### src/rtl/atm_dispense_pkg.sv
// Shared constants for the ATM cash dispenser: FSM states, note encodings,
// note values, status codes and the low-cash threshold.
package atm_dispense_pkg;

  localparam logic [1:0] ST_IDLE     = 2'd0;
  localparam logic [1:0] ST_PLAN     = 2'd1;
  localparam logic [1:0] ST_DISPENSE = 2'd2;
  localparam logic [1:0] ST_FINISH   = 2'd3;

  localparam logic [1:0] DENOM_10  = 2'b00;
  localparam logic [1:0] DENOM_20  = 2'b01;
  localparam logic [1:0] DENOM_50  = 2'b10;
  localparam logic [1:0] DENOM_100 = 2'b11;

  localparam logic [10:0] VAL_10  = 11'd10;
  localparam logic [10:0] VAL_20  = 11'd20;
  localparam logic [10:0] VAL_50  = 11'd50;
  localparam logic [10:0] VAL_100 = 11'd100;

  localparam logic [1:0] ERR_OK           = 2'b00;
  localparam logic [1:0] ERR_ZERO         = 2'b01;
  localparam logic [1:0] ERR_BAD_AMOUNT   = 2'b10;
  localparam logic [1:0] ERR_INSUFFICIENT = 2'b11;

  localparam int unsigned LOW_CASH_THR = 32'd4;

  function automatic logic [10:0] denom_value(input logic [1:0] d);
    logic [10:0] v;
    case (d)
      DENOM_10:  v = VAL_10;
      DENOM_20:  v = VAL_20;
      DENOM_50:  v = VAL_50;
      DENOM_100: v = VAL_100;
      default:   v = VAL_10;
    endcase
    return v;
  endfunction

  // Highest denomination whose flag is set; 10 when none is.
  function automatic logic [1:0] top_denom(input logic [3:0] flags);
    logic [1:0] d;
    if (flags[3]) begin
      d = DENOM_100;
    end else if (flags[2]) begin
      d = DENOM_50;
    end else if (flags[1]) begin
      d = DENOM_20;
    end else begin
      d = DENOM_10;
    end
    return d;
  endfunction

endpackage

### src/rtl/cash_dispenser_note_cassette.sv
// One note cassette: inventory counter with async reset-to-init,
// synchronous reload to init and single-note decrement.
module note_cassette #(
  parameter int CNT_W = 8,
  parameter int INIT  = 50
) (
  input  logic             clk_i,
  input  logic             rst_i,
  input  logic             load_i,
  input  logic             dec_i,
  output logic [CNT_W-1:0] cnt_o
);

  localparam logic [CNT_W-1:0] INIT_CNT = CNT_W'(INIT);
  localparam logic [CNT_W-1:0] CNT_ONE  = CNT_W'(1);

  logic [CNT_W-1:0] cnt_q;

  // Inventory count; the zero guard only matters if a caller misbehaves.
  always_ff @(posedge clk_i or posedge rst_i) begin
    if (rst_i) begin
      cnt_q <= INIT_CNT;
    end else if (load_i) begin
      cnt_q <= INIT_CNT;
    end else if (dec_i && (cnt_q != '0)) begin
      cnt_q <= cnt_q - CNT_ONE;
    end else begin
      cnt_q <= cnt_q;
    end
  end

  assign cnt_o = cnt_q;

endmodule

### src/rtl/cash_dispenser.sv
// Greedy note planner and dispenser over four cassettes (100/50/20/10).
// Optional macro LOW_CASH_EN adds the registered low_cash output.
module cash_dispenser
  import atm_dispense_pkg::*;
#(
  parameter int NOTE_CNT_W = 8,
  parameter int INIT_100   = 50,
  parameter int INIT_50    = 50,
  parameter int INIT_20    = 50,
  parameter int INIT_10    = 50
) (
  input  logic        clk,
  input  logic        rst,
  input  logic        req_valid,
  output logic        req_ready,
  input  logic [10:0] req_amount,
  input  logic        refill,
  output logic        busy,
  output logic        dispense_note,
  output logic [1:0]  note_denom,
  output logic        done,
  output logic        error,
`ifdef LOW_CASH_EN
  output logic        low_cash,
`endif
  output logic [1:0]  err_code
);

  localparam logic [NOTE_CNT_W-1:0] CNT_ONE = NOTE_CNT_W'(1);

  logic [1:0]            state_q, state_d;
  logic [10:0]           rem_q, rem_d;
  logic [NOTE_CNT_W-1:0] plan_q [4];
  logic [NOTE_CNT_W-1:0] plan_d [4];
  logic                  any_q, any_d;
  logic [1:0]            err_q, err_d;

  logic [NOTE_CNT_W-1:0] cnt_s [4];
  logic                  load_s;
  logic [3:0]            dec_s;
  logic [3:0]            usable_s;
  logic [3:0]            plan_nz_q_s;
  logic [3:0]            plan_nz_d_s;
  logic [1:0]            plan_pick_s;
  logic [1:0]            disp_pick_s;
  logic                  last_note_s;

  logic       req_ready_q;
  logic       busy_q;
  logic       dispense_note_q;
  logic [1:0] note_denom_q;
  logic       done_q;
  logic       error_q;
  logic [1:0] err_code_q;

  note_cassette #(.CNT_W(NOTE_CNT_W), .INIT(INIT_10)) u_cas_10 (
    .clk_i(clk), .rst_i(rst), .load_i(load_s), .dec_i(dec_s[0]), .cnt_o(cnt_s[0])
  );
  note_cassette #(.CNT_W(NOTE_CNT_W), .INIT(INIT_20)) u_cas_20 (
    .clk_i(clk), .rst_i(rst), .load_i(load_s), .dec_i(dec_s[1]), .cnt_o(cnt_s[1])
  );
  note_cassette #(.CNT_W(NOTE_CNT_W), .INIT(INIT_50)) u_cas_50 (
    .clk_i(clk), .rst_i(rst), .load_i(load_s), .dec_i(dec_s[2]), .cnt_o(cnt_s[2])
  );
  note_cassette #(.CNT_W(NOTE_CNT_W), .INIT(INIT_100)) u_cas_100 (
    .clk_i(clk), .rst_i(rst), .load_i(load_s), .dec_i(dec_s[3]), .cnt_o(cnt_s[3])
  );

  // A denomination is usable when it fits the remainder and the plan has not exhausted the cassette.
  always_comb begin
    for (int i = 0; i < 4; i++) begin
      usable_s[i]    = (rem_q >= denom_value(2'(i))) && (plan_q[i] < cnt_s[i]);
      plan_nz_q_s[i] = (plan_q[i] != '0);
      plan_nz_d_s[i] = (plan_d[i] != '0);
    end
    plan_pick_s = top_denom(usable_s);
    disp_pick_s = top_denom(plan_nz_q_s);
    last_note_s = (plan_q[disp_pick_s] == CNT_ONE) &&
                  ((plan_nz_q_s & ~(4'b0001 << disp_pick_s)) == 4'b0000);
  end

  // Next-state logic for the FSM, planner and cassette controls.
  always_comb begin
    state_d = state_q;
    rem_d   = rem_q;
    plan_d  = plan_q;
    any_d   = any_q;
    err_d   = err_q;
    load_s  = 1'b0;
    dec_s   = 4'b0000;
    case (state_q)
      ST_IDLE: begin
        if (req_valid) begin
          rem_d = req_amount;
          for (int i = 0; i < 4; i++) begin
            plan_d[i] = '0;
          end
          any_d   = 1'b0;
          err_d   = ERR_OK;
          state_d = ST_PLAN;
        end else begin
          load_s = refill;
        end
      end
      ST_PLAN: begin
        if (rem_q == 11'd0) begin
          if (any_q) begin
            state_d = ST_DISPENSE;
          end else begin
            err_d   = ERR_ZERO;
            state_d = ST_FINISH;
          end
        end else if (usable_s != 4'b0000) begin
          plan_d[plan_pick_s] = plan_q[plan_pick_s] + CNT_ONE;
          rem_d               = rem_q - denom_value(plan_pick_s);
          any_d               = 1'b1;
        end else if (rem_q < VAL_10) begin
          err_d   = ERR_BAD_AMOUNT;
          state_d = ST_FINISH;
        end else begin
          err_d   = ERR_INSUFFICIENT;
          state_d = ST_FINISH;
        end
      end
      ST_DISPENSE: begin
        if (plan_nz_q_s != 4'b0000) begin
          dec_s[disp_pick_s]  = 1'b1;
          plan_d[disp_pick_s] = plan_q[disp_pick_s] - CNT_ONE;
          if (last_note_s) begin
            state_d = ST_FINISH;
          end else begin
            state_d = ST_DISPENSE;
          end
        end else begin
          state_d = ST_FINISH;
        end
      end
      ST_FINISH: begin
        state_d = ST_IDLE;
      end
      default: begin
        state_d = ST_IDLE;
      end
    endcase
  end

  // State registers; outputs are registered from the next state so they line up with it.
  always_ff @(posedge clk or posedge rst) begin
    if (rst) begin
      state_q         <= ST_IDLE;
      rem_q           <= 11'd0;
      for (int i = 0; i < 4; i++) begin
        plan_q[i] <= '0;
      end
      any_q           <= 1'b0;
      err_q           <= ERR_OK;
      req_ready_q     <= 1'b1;
      busy_q          <= 1'b0;
      dispense_note_q <= 1'b0;
      note_denom_q    <= DENOM_10;
      done_q          <= 1'b0;
      error_q         <= 1'b0;
      err_code_q      <= ERR_OK;
    end else begin
      state_q         <= state_d;
      rem_q           <= rem_d;
      plan_q          <= plan_d;
      any_q           <= any_d;
      err_q           <= err_d;
      req_ready_q     <= (state_d == ST_IDLE);
      busy_q          <= (state_d != ST_IDLE);
      dispense_note_q <= (state_d == ST_DISPENSE);
      note_denom_q    <= (state_d == ST_DISPENSE) ? top_denom(plan_nz_d_s) : DENOM_10;
      done_q          <= (state_d == ST_FINISH);
      error_q         <= (state_d == ST_FINISH) && (err_d != ERR_OK);
      err_code_q      <= (state_d == ST_FINISH) ? err_d : ERR_OK;
    end
  end

  assign req_ready     = req_ready_q;
  assign busy          = busy_q;
  assign dispense_note = dispense_note_q;
  assign note_denom    = note_denom_q;
  assign done          = done_q;
  assign error         = error_q;
  assign err_code      = err_code_q;

`ifdef LOW_CASH_EN
  localparam logic [NOTE_CNT_W-1:0] LOW_THR = NOTE_CNT_W'(LOW_CASH_THR);
  logic low_cash_q;

  // Low-cash flag follows cassette counts one cycle later.
  always_ff @(posedge clk or posedge rst) begin
    if (rst) begin
      low_cash_q <= 1'b0;
    end else begin
      low_cash_q <= (cnt_s[0] < LOW_THR) || (cnt_s[1] < LOW_THR) ||
                    (cnt_s[2] < LOW_THR) || (cnt_s[3] < LOW_THR);
    end
  end

  assign low_cash = low_cash_q;
`endif

endmodule

### config.mk
export PLATFORM = sky130hd
export DESIGN_NAME = cash_dispenser
export DESIGN_NICKNAME = d
export VERILOG_FILES = /design/src/rtl/atm_dispense_pkg.sv /design/src/rtl/cash_dispenser_note_cassette.sv /design/src/rtl/cash_dispenser.sv
export SDC_FILE = /design/constraint.sdc
export NUM_CORES = 1
export LEC_CHECK = 0
export BUFFER_PORTS_ARGS = -buffer_cell sky130_fd_sc_hd__buf_4
export CAP_MARGIN = 10
export CELL_PAD_IN_SITES_DETAIL_PLACEMENT = 0
export CELL_PAD_IN_SITES_GLOBAL_PLACEMENT = 1
export CORE_MARGIN = 1
export CORE_UTILIZATION = 52
export DETAILED_ROUTE_END_ITERATION = 6
export HOLD_SLACK_MARGIN = 0.1
export PLACE_DENSITY = 0.95
export SLEW_MARGIN = 20
export SYNTH_ARGS = -nofsm -noshare
export SYNTH_HDL_FRONTEND = slang
export SYNTH_HIERARCHICAL = 1
export SYNTH_SLANG_ARGS = --single-unit
### constraint.sdc
create_clock -name clk -period 7.15 [get_ports clk]
set_input_delay 0.3575 -clock clk [delete_from_list [all_inputs] [get_ports clk]]
set_output_delay 0.3575 -clock clk [all_outputs]
set_load 0.01 [all_outputs]
==> results list, run 1 <==
* Status: complete, no violations
- Cells with a size suffix above 1 make up between 10% and 20% of the layout.
* Via density: 6.51
- Critical Path Source Type: register
* Worst-path cell with the longest stage delay: sky130_fd_sc_hd__and2_1
- Dividing the detail-routed wire length by the instance count gives around 22 µm.
- CTS Hold Bufs: 1
- Final setup skew: about 0.0097 ns
- Internal: about 0.0017 W
- Global-route usage over all layers: 32.6%
- The number of nets in the synthesized netlist is a little over 800.
* Initial antenna violation count: 0
- After global routing the overflow that remains totals 0.
- The congestion estimate from routability-driven global placement came to ~0.98.
* CTS tree: built
- Sequential cells account for 30.8% of the total power.
- The number of global-route vias before repair came to 5767.
* Setup repair after global routing missed its margin: no
- The critical path is of the reg -> reg type.
- Placement-stage worst setup slack: roughly 1.7 ns
- Dominant cell type by count on the critical path: sky130_fd_sc_hd__inv_1
- Number of enable flip-flop cells after synthesis: 0
- Yosys mapped the design onto 80 distinct sky130hd cell types.
- Placed Instances: 939
- The final layout contains routed wiring with a total length of just over 20000 µm.
- Worst endpoint required time: 7.39 ns
* Synth warn: 6
* Final TNS setup: 0 ns
* Placed inst area: 6970 µm²
* I/O pin count: 24
- Lkg Pwr: 3.29 nW
- After detailed routing, the number of remaining DRC violations is 0.
- Insertion delay to the later sink of the worst-skew pair: 0.36 ns
- Area of the die: 13200 µm²
- The average instance in the mapped netlist occupies 8.67 µm².
- The finished layout holds 956 standard cells, fillers aside.
- Worst-case headroom to the max-slew limit: 43.6%
- Post-CTS timing repair inserted 0 buffers for setup.
- Synthesized area: around 6600 µm²
* Combinational cell fraction of total power: a little under three fifths
- Counting flops with an async set or reset pin after synthesis yields a share of 100%.
- Detail Placement HPWL: roughly 16000 µm
- Commonest register cell after synthesis: sky130_fd_sc_hd__dfrtp_1
- Clock tree sinks: 89
- Critical path, cell by cell: inv_1 > ha_1 > a211oi_1 > nor2_1 > nor3_1 > and2_1 > inv_1 > o2111a_1 > nor3_1 > inv_1 > ha_1 > a22oi_1 > nand2_1 > or4_1 > or4b_1 > o41a_1
* Vias after detailed routing: slightly above 6000
- Die Ht: 115 µm
* Launch point of the critical path: u_cas_100/cnt_o[5]
- The initial utilization of the core area, before any placement, comes to 54.4%.
- In this run the most critical hold path is launched from req_amount[0].
- CTS buffer count: 9
- Data on the critical path arrives at its endpoint at roughly 5.8 ns.
- Dividing the final minimum period by the clock period gives 78.0%.
- Count of input and output buffers: 23
- The worst setup path is captured at a register.
- The clock network is responsible for 13.6% of the overall power.
* Worst reg2reg path startpoint: u_cas_100/cnt_o[5]
- Power dissipated by switching net loads: about 0.0017 W
- In this run the power density over the cells is 468 nW/µm².
* Final cell area excluding filler cells: between 7000 and 8000 µm²
* Maximum root-to-sink buffer count: 2
- Final worst slack: 1.57 ns
* Placeable core area: 12200 µm²
- Layout overhead on the synthesized area: 9.42%
* Remaining number of nets flagged by the antenna check after routing: 0
- Drt pass-1 iters: 6
- Derived from the worst setup path, the maximum achievable clock frequency is 179 MHz.
* Final setup violating endpoints: 0
- Across the run, the number of max-cap violations was 0.
* Sw frac: 50.5%
- Fin nets: 848
* Number of rows in the core area: 40
- Share of synthesized area occupied by flip-flops and latches: 33.8%
* Master cell of the clock root buffer: sky130_fd_sc_hd__clkbuf_16
- VDD sags by at most 0.000224 V.
- For the pin with the worst max-slew slack, the measured transition is roughly 0.84 ns.
- PostCTS Resize Cnt: 0
- The count of final max-slew check failures came to 0.
- Clock edge transition at the registers on the reported setup and hold paths: about 0.070 ns
* Clock period minus final worst setup slack: ~5.6 ns
- Pin count of the biggest net entering global routing: 39
- Detailed router's first-iteration violation count: 714
- Along the worst path, the maximum fanout reaches 17.
- H-tree levels: 3
* Antenna Cells: 0
- The die is 115 µm wide.
* Share of the core filled with cells in the final layout: 59.5%
* First-pass GRT wire length: ~32000 µm
- Largest stage delay on the critical path: 0.68 ns
- In this run the worst hold path is classified as in -> reg.
* Post-synthesis sequential element count: 89
- Synthesis produced a netlist whose cell count is 766.
- The count of endpoints failing hold in the final timing report came to 0.
## worst paths after layout
path	cells past startpoint	to	slack, ns
worst max register to register	16	note_denom[1]	1.57
worst max-delay path	16	note_denom[1]	1.57
min in group asynchronous	3	u_cas_50/cnt_o[2]	0.58
max in group asynchronous	4	plan_q[23]	5.71
worst min-delay path	2	rem_q[0]	0.24
worst min register to register	2	err_q[0]	0.55
## placed cells by master, fill, tap and decap left out, drive strengths merged, types with 6 or more instances in the layout
master,n
a211o,8
a211oi,11
a21boi,6
a21o,8
a21oi,57
a221o,9
a22oi,13
and2,8
and3,9
buf,28
clkbuf,9
dfrtp,76
dfstp,13
ha,49
inv,76
mux2,10
mux2i,7
nand2,53
nand2b,8
nand3,20
nor2,55
nor2b,17
nor3,26
nor3b,6
nor4,18
o211ai,7
o21ai,49
o221ai,6
or3,12
or4,14
xnor2,10
## metal layers
layer / GRT usage (%) / routed length [µm] / vias to the layer above
met4: 11.9 / 581 / 0
met5: 0 / 0 / -
met2: 49.2 / 9050 / 290
met1: 47.2 / 9370 / 2990
met3: 5.38 / 1750 / 60
li1: - / - / 2887
## worst max-delay path, delay by kind of cell (launching register included)
family / cells / cell delay (ns)
buffers and inverters: 3 / 0.57
AOI/OAI and AO/OA: 4 / 1.12
and+or+nand+nor: 7 / 2.51
adders and majority gates: 2 / 0.68
DFF: 1 / 0.58
## power by group through the flow
stage	clock, W	combinational, W	sequential (W)
after detailed placement	0	0.00183	0.00104
after floorplan	0	0.00137	0.000903
final	0.000464	0.00189	0.00105
after global placement	0	0.00180	0.00103
after global routing	0.000486	0.00208	0.00107
after CTS	0.000471	0.00185	0.00103
## cells by family after synthesis
| family | after synthesis | synth area share [%] |
|---|---|---|
| AOI/OAI and AO/OA | 232 | 24.8 |
| xor gates and xnor gates | 14 | 1.85 |
| adders and majority gates | 50 | 9.53 |
| buffers and inverters | 96 | 5.56 |
| DFF | 89 | 33.8 |
| muxes | 17 | 2.75 |
| and+or+nand+nor | 268 | 21.7 |
## final cells by class
type,count,area [µm²]
fillers,1091,4940
flip-flops and latches,89,2240
inverters,73,274
repair buffers,29,220
multi-input cells,581,4030
clock inverters,7,60.1
clock buffers,9,225
well taps,168,210
## synth_stat cells, types with 6 or more instances
cell | count | area [µm²]
sky130_fd_sc_hd__o211ai_1 | 7 | 52.6
sky130_fd_sc_hd__nand2b_1 | 8 | 50.1
sky130_fd_sc_hd__o221ai_1 | 6 | 52.6
sky130_fd_sc_hd__dfstp_2 | 13 | 342
sky130_fd_sc_hd__xnor2_1 | 10 | 87.6
sky130_fd_sc_hd__a221o_1 | 9 | 90.1
sky130_fd_sc_hd__mux2i_1 | 7 | 70.1
sky130_fd_sc_hd__a21oi_1 | 57 | 285
sky130_fd_sc_hd__a21boi_0 | 6 | 45.0
sky130_fd_sc_hd__ha_1 | 49 | 613
sky130_fd_sc_hd__a21o_1 | 8 | 60.1
sky130_fd_sc_hd__nor3_1 | 25 | 125
sky130_fd_sc_hd__nand2_1 | 53 | 199
sky130_fd_sc_hd__nor2_1 | 55 | 206
sky130_fd_sc_hd__and2_1 | 8 | 50.1
sky130_fd_sc_hd__nor3b_1 | 6 | 45.0
sky130_fd_sc_hd__clkbuf_1 | 19 | 71.3
sky130_fd_sc_hd__o21ai_0 | 48 | 240
sky130_fd_sc_hd__dfrtp_1 | 76 | 1900
sky130_fd_sc_hd__inv_1 | 73 | 274
sky130_fd_sc_hd__nor4_1 | 18 | 113
sky130_fd_sc_hd__nand3_1 | 20 | 100
sky130_fd_sc_hd__or4_1 | 9 | 67.6
sky130_fd_sc_hd__and3_1 | 9 | 56.3
sky130_fd_sc_hd__mux2_2 | 10 | 113
sky130_fd_sc_hd__nor2b_1 | 17 | 106
sky130_fd_sc_hd__a22oi_1 | 13 | 97.6
sky130_fd_sc_hd__or3_1 | 8 | 50.1
sky130_fd_sc_hd__a211oi_1 | 11 | 82.6
## metrics by stage
step           hold WS, ns  total power (W)
4_1_cts              0.227          0.00335
3_5_place_dp         0.407          0.00287
6_report             0.236          0.00340
2_1_floorplan        0.171          0.00228
5_1_grt              0.238          0.00364
3_3_place_gp         0.400          0.00283
## state kept, by name, summed over array words and instances (netlist names)
name	count
busy	1
plan_q	32
done	1
rem_q	11
error	1
dispense_note	1
req_ready	1
state_q	2
note_denom	2
u_cas_20/cnt_o	8
u_cas_10/cnt_o	8
u_cas_50/cnt_o	8
any_q	1
err_q	2
u_cas_100/cnt_o	8
err_code	2
Power figures use the tool's default switching activity.
==> run 2: changes to the inputs <==
--- a/config.mk
+++ b/config.mk
@@ -10,10 +10,10 @@
 export CELL_PAD_IN_SITES_DETAIL_PLACEMENT = 0
 export CELL_PAD_IN_SITES_GLOBAL_PLACEMENT = 1
 export CORE_MARGIN = 1
-export CORE_UTILIZATION = 52
+export CORE_UTILIZATION = 44
 export DETAILED_ROUTE_END_ITERATION = 6
 export HOLD_SLACK_MARGIN = 0.1
-export PLACE_DENSITY = 0.95
+export PLACE_DENSITY = 0.87
 export SLEW_MARGIN = 20
 export SYNTH_ARGS = -nofsm -noshare
 export SYNTH_HDL_FRONTEND = slang
==> constraint.sdc (replaced) <==
create_clock -name clk -period 4.8 [get_ports clk]
set_input_delay 0.24 -clock clk [delete_from_list [all_inputs] [get_ports clk]]
set_output_delay 0.24 -clock clk [all_outputs]
set_load 0.01 [all_outputs]
==> run 2 against run 1 <==
- the flow now finishes with violations (DRC)
- worst setup slack got worse by 1.4 ns
- combinational power grew 85%
- flip-flop and latch count is the same
- largest cell class unchanged
==> results list, run 2 (synthesized netlist as in run 1, its figures left out) <==
- The run finished, with violations left.
* Violated checks: DRC
- Final RePlAce weighted congestion: 1.02 (+3.6%)
- The total clock buffers created by CTS was 9 (unchanged).
* Most frequent cells in the layout: 111 x sky130_fd_sc_hd__buf_4, 76 x sky130_fd_sc_hd__dfrtp_1, 72 x sky130_fd_sc_hd__inv_1, 56 x sky130_fd_sc_hd__a21oi_1, 55 x sky130_fd_sc_hd__nor2_1
* CTS tree: built
- In this run the critical register-to-register path is launched from rem_q[7].
* Clock tree sinks: 89 (unchanged)
- The setup slack of the critical path after layout was 0.204 ns (-1.37 ns).
* Die Ht: 125 µm (+8.6%)
- Sequential Area: 2240 µm² (unchanged)
- Remaining design rule violation count: 4 (+4)
- Setup repair after global routing left no endpoint under its margin.
- Worst endpoint required time: 5.04 ns (-2.35 ns)
- Vias after detailed routing: 6616 (+6.2%)
- The number of flip-flops under the largest register name was 32 (unchanged).
* Detailed router's first-iteration violation count: 512 (-28%)
- Remaining number of nets flagged by the antenna check after routing: 0 (unchanged)
* End point of the critical path: note_denom[1]
- The met3 wire length came to 1550 µm (-12%).
* Number of maximum-capacitance constraint violations: 0 (unchanged)
- Critical Path Source Type: register
- The total congestion overflow came to 0 (unchanged).
- Detail Placement HPWL: 18100 µm (+12%)
- The number of fill cells came to 1397 (+28%).
* Global-route usage over all layers: 30.8% (-1.9 points)
- R2R setup slack: 0.20 ns (-1.37 ns)
* H-tree levels: 3 (unchanged)
- In this run the worst hold path is classified as in -> reg.
- Kind of end point of the critical path: register
- Via count of the first global-routing pass: 6657 (+15%)
- Area of the die: 15600 µm² (+18%)
- The accumulated negative setup slack is 0 ns (unchanged).
* Clock period minus final worst setup slack: 4.60 ns (-0.984 ns)
* Count of input and output buffers: 23 (unchanged)
* Initial core utilization: 45.4% (-9.0 points)
- Final Routed Wirelength: 23100 µm (+11%)
- The number of antenna violations at the first check in global routing came to 0 (unchanged).
- Clock tree synthesis selected as its root buffer the cell sky130_fd_sc_hd__clkbuf_16.
- Registers with the most flip-flops: plan_q x32, rem_q x11
- The cell leakage power is 3.76 nW (+14%).
* Drt pass-1 iters: 7 (+1)
- The clock transition time at the flip-flop clock pins of the worst setup and hold paths is 0.07 ns (about the same).
- Placeable core area: 14600 µm² (+20%)
* Number of cells on the worst reg-to-reg path: 16 (unchanged)
* Actual transition at the worst max-transition pin: 0.798 ns (-0.0427 ns)
- The final core utilization is 54.7% (-4.8 points).
- The sum of internal, switching and leakage power is 0.00581 W (+71%).
* Insertion delay to the later sink of the worst-skew pair: 0.36 ns (about the same)
* Final setup skew: 0.00545 ns (-0.00424 ns)
* Final setup violating endpoints: 0 (unchanged)
- The worst setup timing slack at the placement stage was 0.0343 ns (-1.65 ns).
* Pin count of the biggest net entering global routing: 58 (+49%)
- Worst VDD drop: 0.000281 V (+25%)
* Maximum root-to-sink buffer count: 2 (unchanged)
* Fin nets: 931 (+9.8%)
* Final cell count without fillers: 1055 (+10%)
- The count of endpoints failing hold in the final timing report was 0 (unchanged).
- Met1 wire length: 10000 µm (+7.3%)
* DR WL/cell: 21.9 µm (+0.70%)
- Layout overhead on the synthesized area: 20.6%
- The number of top-level pins was 24 (unchanged).
- The largest fanout on the critical path is 5 (-12).
- The antenna diode instance count came to 0 (unchanged).
- Tracing the worst setup path back leads to its startpoint at rem_q[7].
* PD cells: 725 nW/µm² (+55%)
* Via density: 6.27 (-3.7%)
- Fraction of the cycle the final worst path needs: 95.7% (+18 points)
- Met2 routed wirelength: 10500 µm (+16%)
- The worst max-slew margin expressed relative to the limit is 46.7% (+3.1 points).
- In this run the critical register-to-register path is captured at note_denom[1].
- The library cell used most frequently in the layout, excluding fill and tap cells, is sky130_fd_sc_hd__buf_4.
* Number of pins with negative max-slew slack in the final report: 0 (unchanged)
* Largest register by flop count: plan_q
- Worst EP arrival: 4.84 ns (-0.98 ns)
- The number of rows created at floorplan was 44 (+10%).
- Placed Instances: 1037 (+10%)
* First-pass GRT wire length: 36800 µm (+15%)
* Max Freq: 218 MHz (+21%)
* Uppermost signal routing layer after detailed routing: met4
- The horizontal die dimension was 125 µm (+8.6%).
- Fraction of final layout cells sized beyond drive strength 1: 22.2% (+9.2 points)
* Worst setup path class: reg -> reg
* Area of the multi-input gates: 4070 µm² (+0.84%)
-- run 2: final cells by class --
cell class	instances	share of cell area, %
Sequential cell	89	28.0
Clock inverter	6	1.41
Timing Repair Buffer	112	10.5
Tap cell	184	2.87
Inverter	73	3.42
Clock buffer	10	2.98
Multi-Input combinational cell	581	50.8
-- run 2: through the flow --
step,hold slack [ns],area (µm²)
after CTS,0.139,7970
final,0.139,8010
after global placement,0.260,7610
after global routing,0.147,8010
after detailed placement,0.272,7610
after floorplan,0.0535,6640
-- run 2: repair_timing --
action | in CTS | in global routing
hold buffers | 1 | 0
setup endpoints to repair | 0 | 2
hold endpoints to repair | 20 | 0
resized for setup | 0 | 11
setup buffers | 0 | 1
-- run 2: critical path, cell delays in order (launching register included) --
cell and delay, ns:
sky130_fd_sc_hd__dfrtp_1 0.42, sky130_fd_sc_hd__or4_4 0.57, sky130_fd_sc_hd__or3_4 0.36, sky130_fd_sc_hd__o21ai_2 0.19, sky130_fd_sc_hd__buf_4 0.14, sky130_fd_sc_hd__o21ai_1 0.07
sky130_fd_sc_hd__a221oi_2 0.31, sky130_fd_sc_hd__nor2_1 0.10, sky130_fd_sc_hd__inv_1 0.11, sky130_fd_sc_hd__ha_1 0.23, sky130_fd_sc_hd__buf_4 0.17, sky130_fd_sc_hd__a21oi_1 0.06
sky130_fd_sc_hd__o21ai_1 0.17, sky130_fd_sc_hd__o221ai_2 0.14, sky130_fd_sc_hd__or4_1 0.47, sky130_fd_sc_hd__or4b_1 0.53, sky130_fd_sc_hd__o41a_1 0.43
-- run 2: power by group --
group          leakage [nW]  internal [W]  switching (W)
Combinational          2.49       0.00153        0.00197
Sequential             1.09       0.00106       0.000392
Clock                 0.173      0.000526       0.000333
-- run 2: metal layers --
layer  GRT usage, %  vias to the layer above
met2           49.4                      260
met1           40.2                     3244
met5              0                        -
met3           6.44                       68
met4           13.2                        0
li1               -                     3044
-- run 2: how the worst min path moves through the flow --
stage / start / end / slack (ns) / depth (start not counted)
global placement: rst / u_cas_20/cnt_o[7] / 0.26 / 2
detailed placement: rst / u_cas_20/cnt_o[7] / 0.27 / 2
finish: req_amount[0] / rem_q[0] / 0.14 / 2
global route: req_amount[0] / rem_q[0] / 0.15 / 2
floorplan: rst / u_cas_10/cnt_o[0] / 0.05 / 1
CTS: req_amount[0] / rem_q[0] / 0.14 / 2
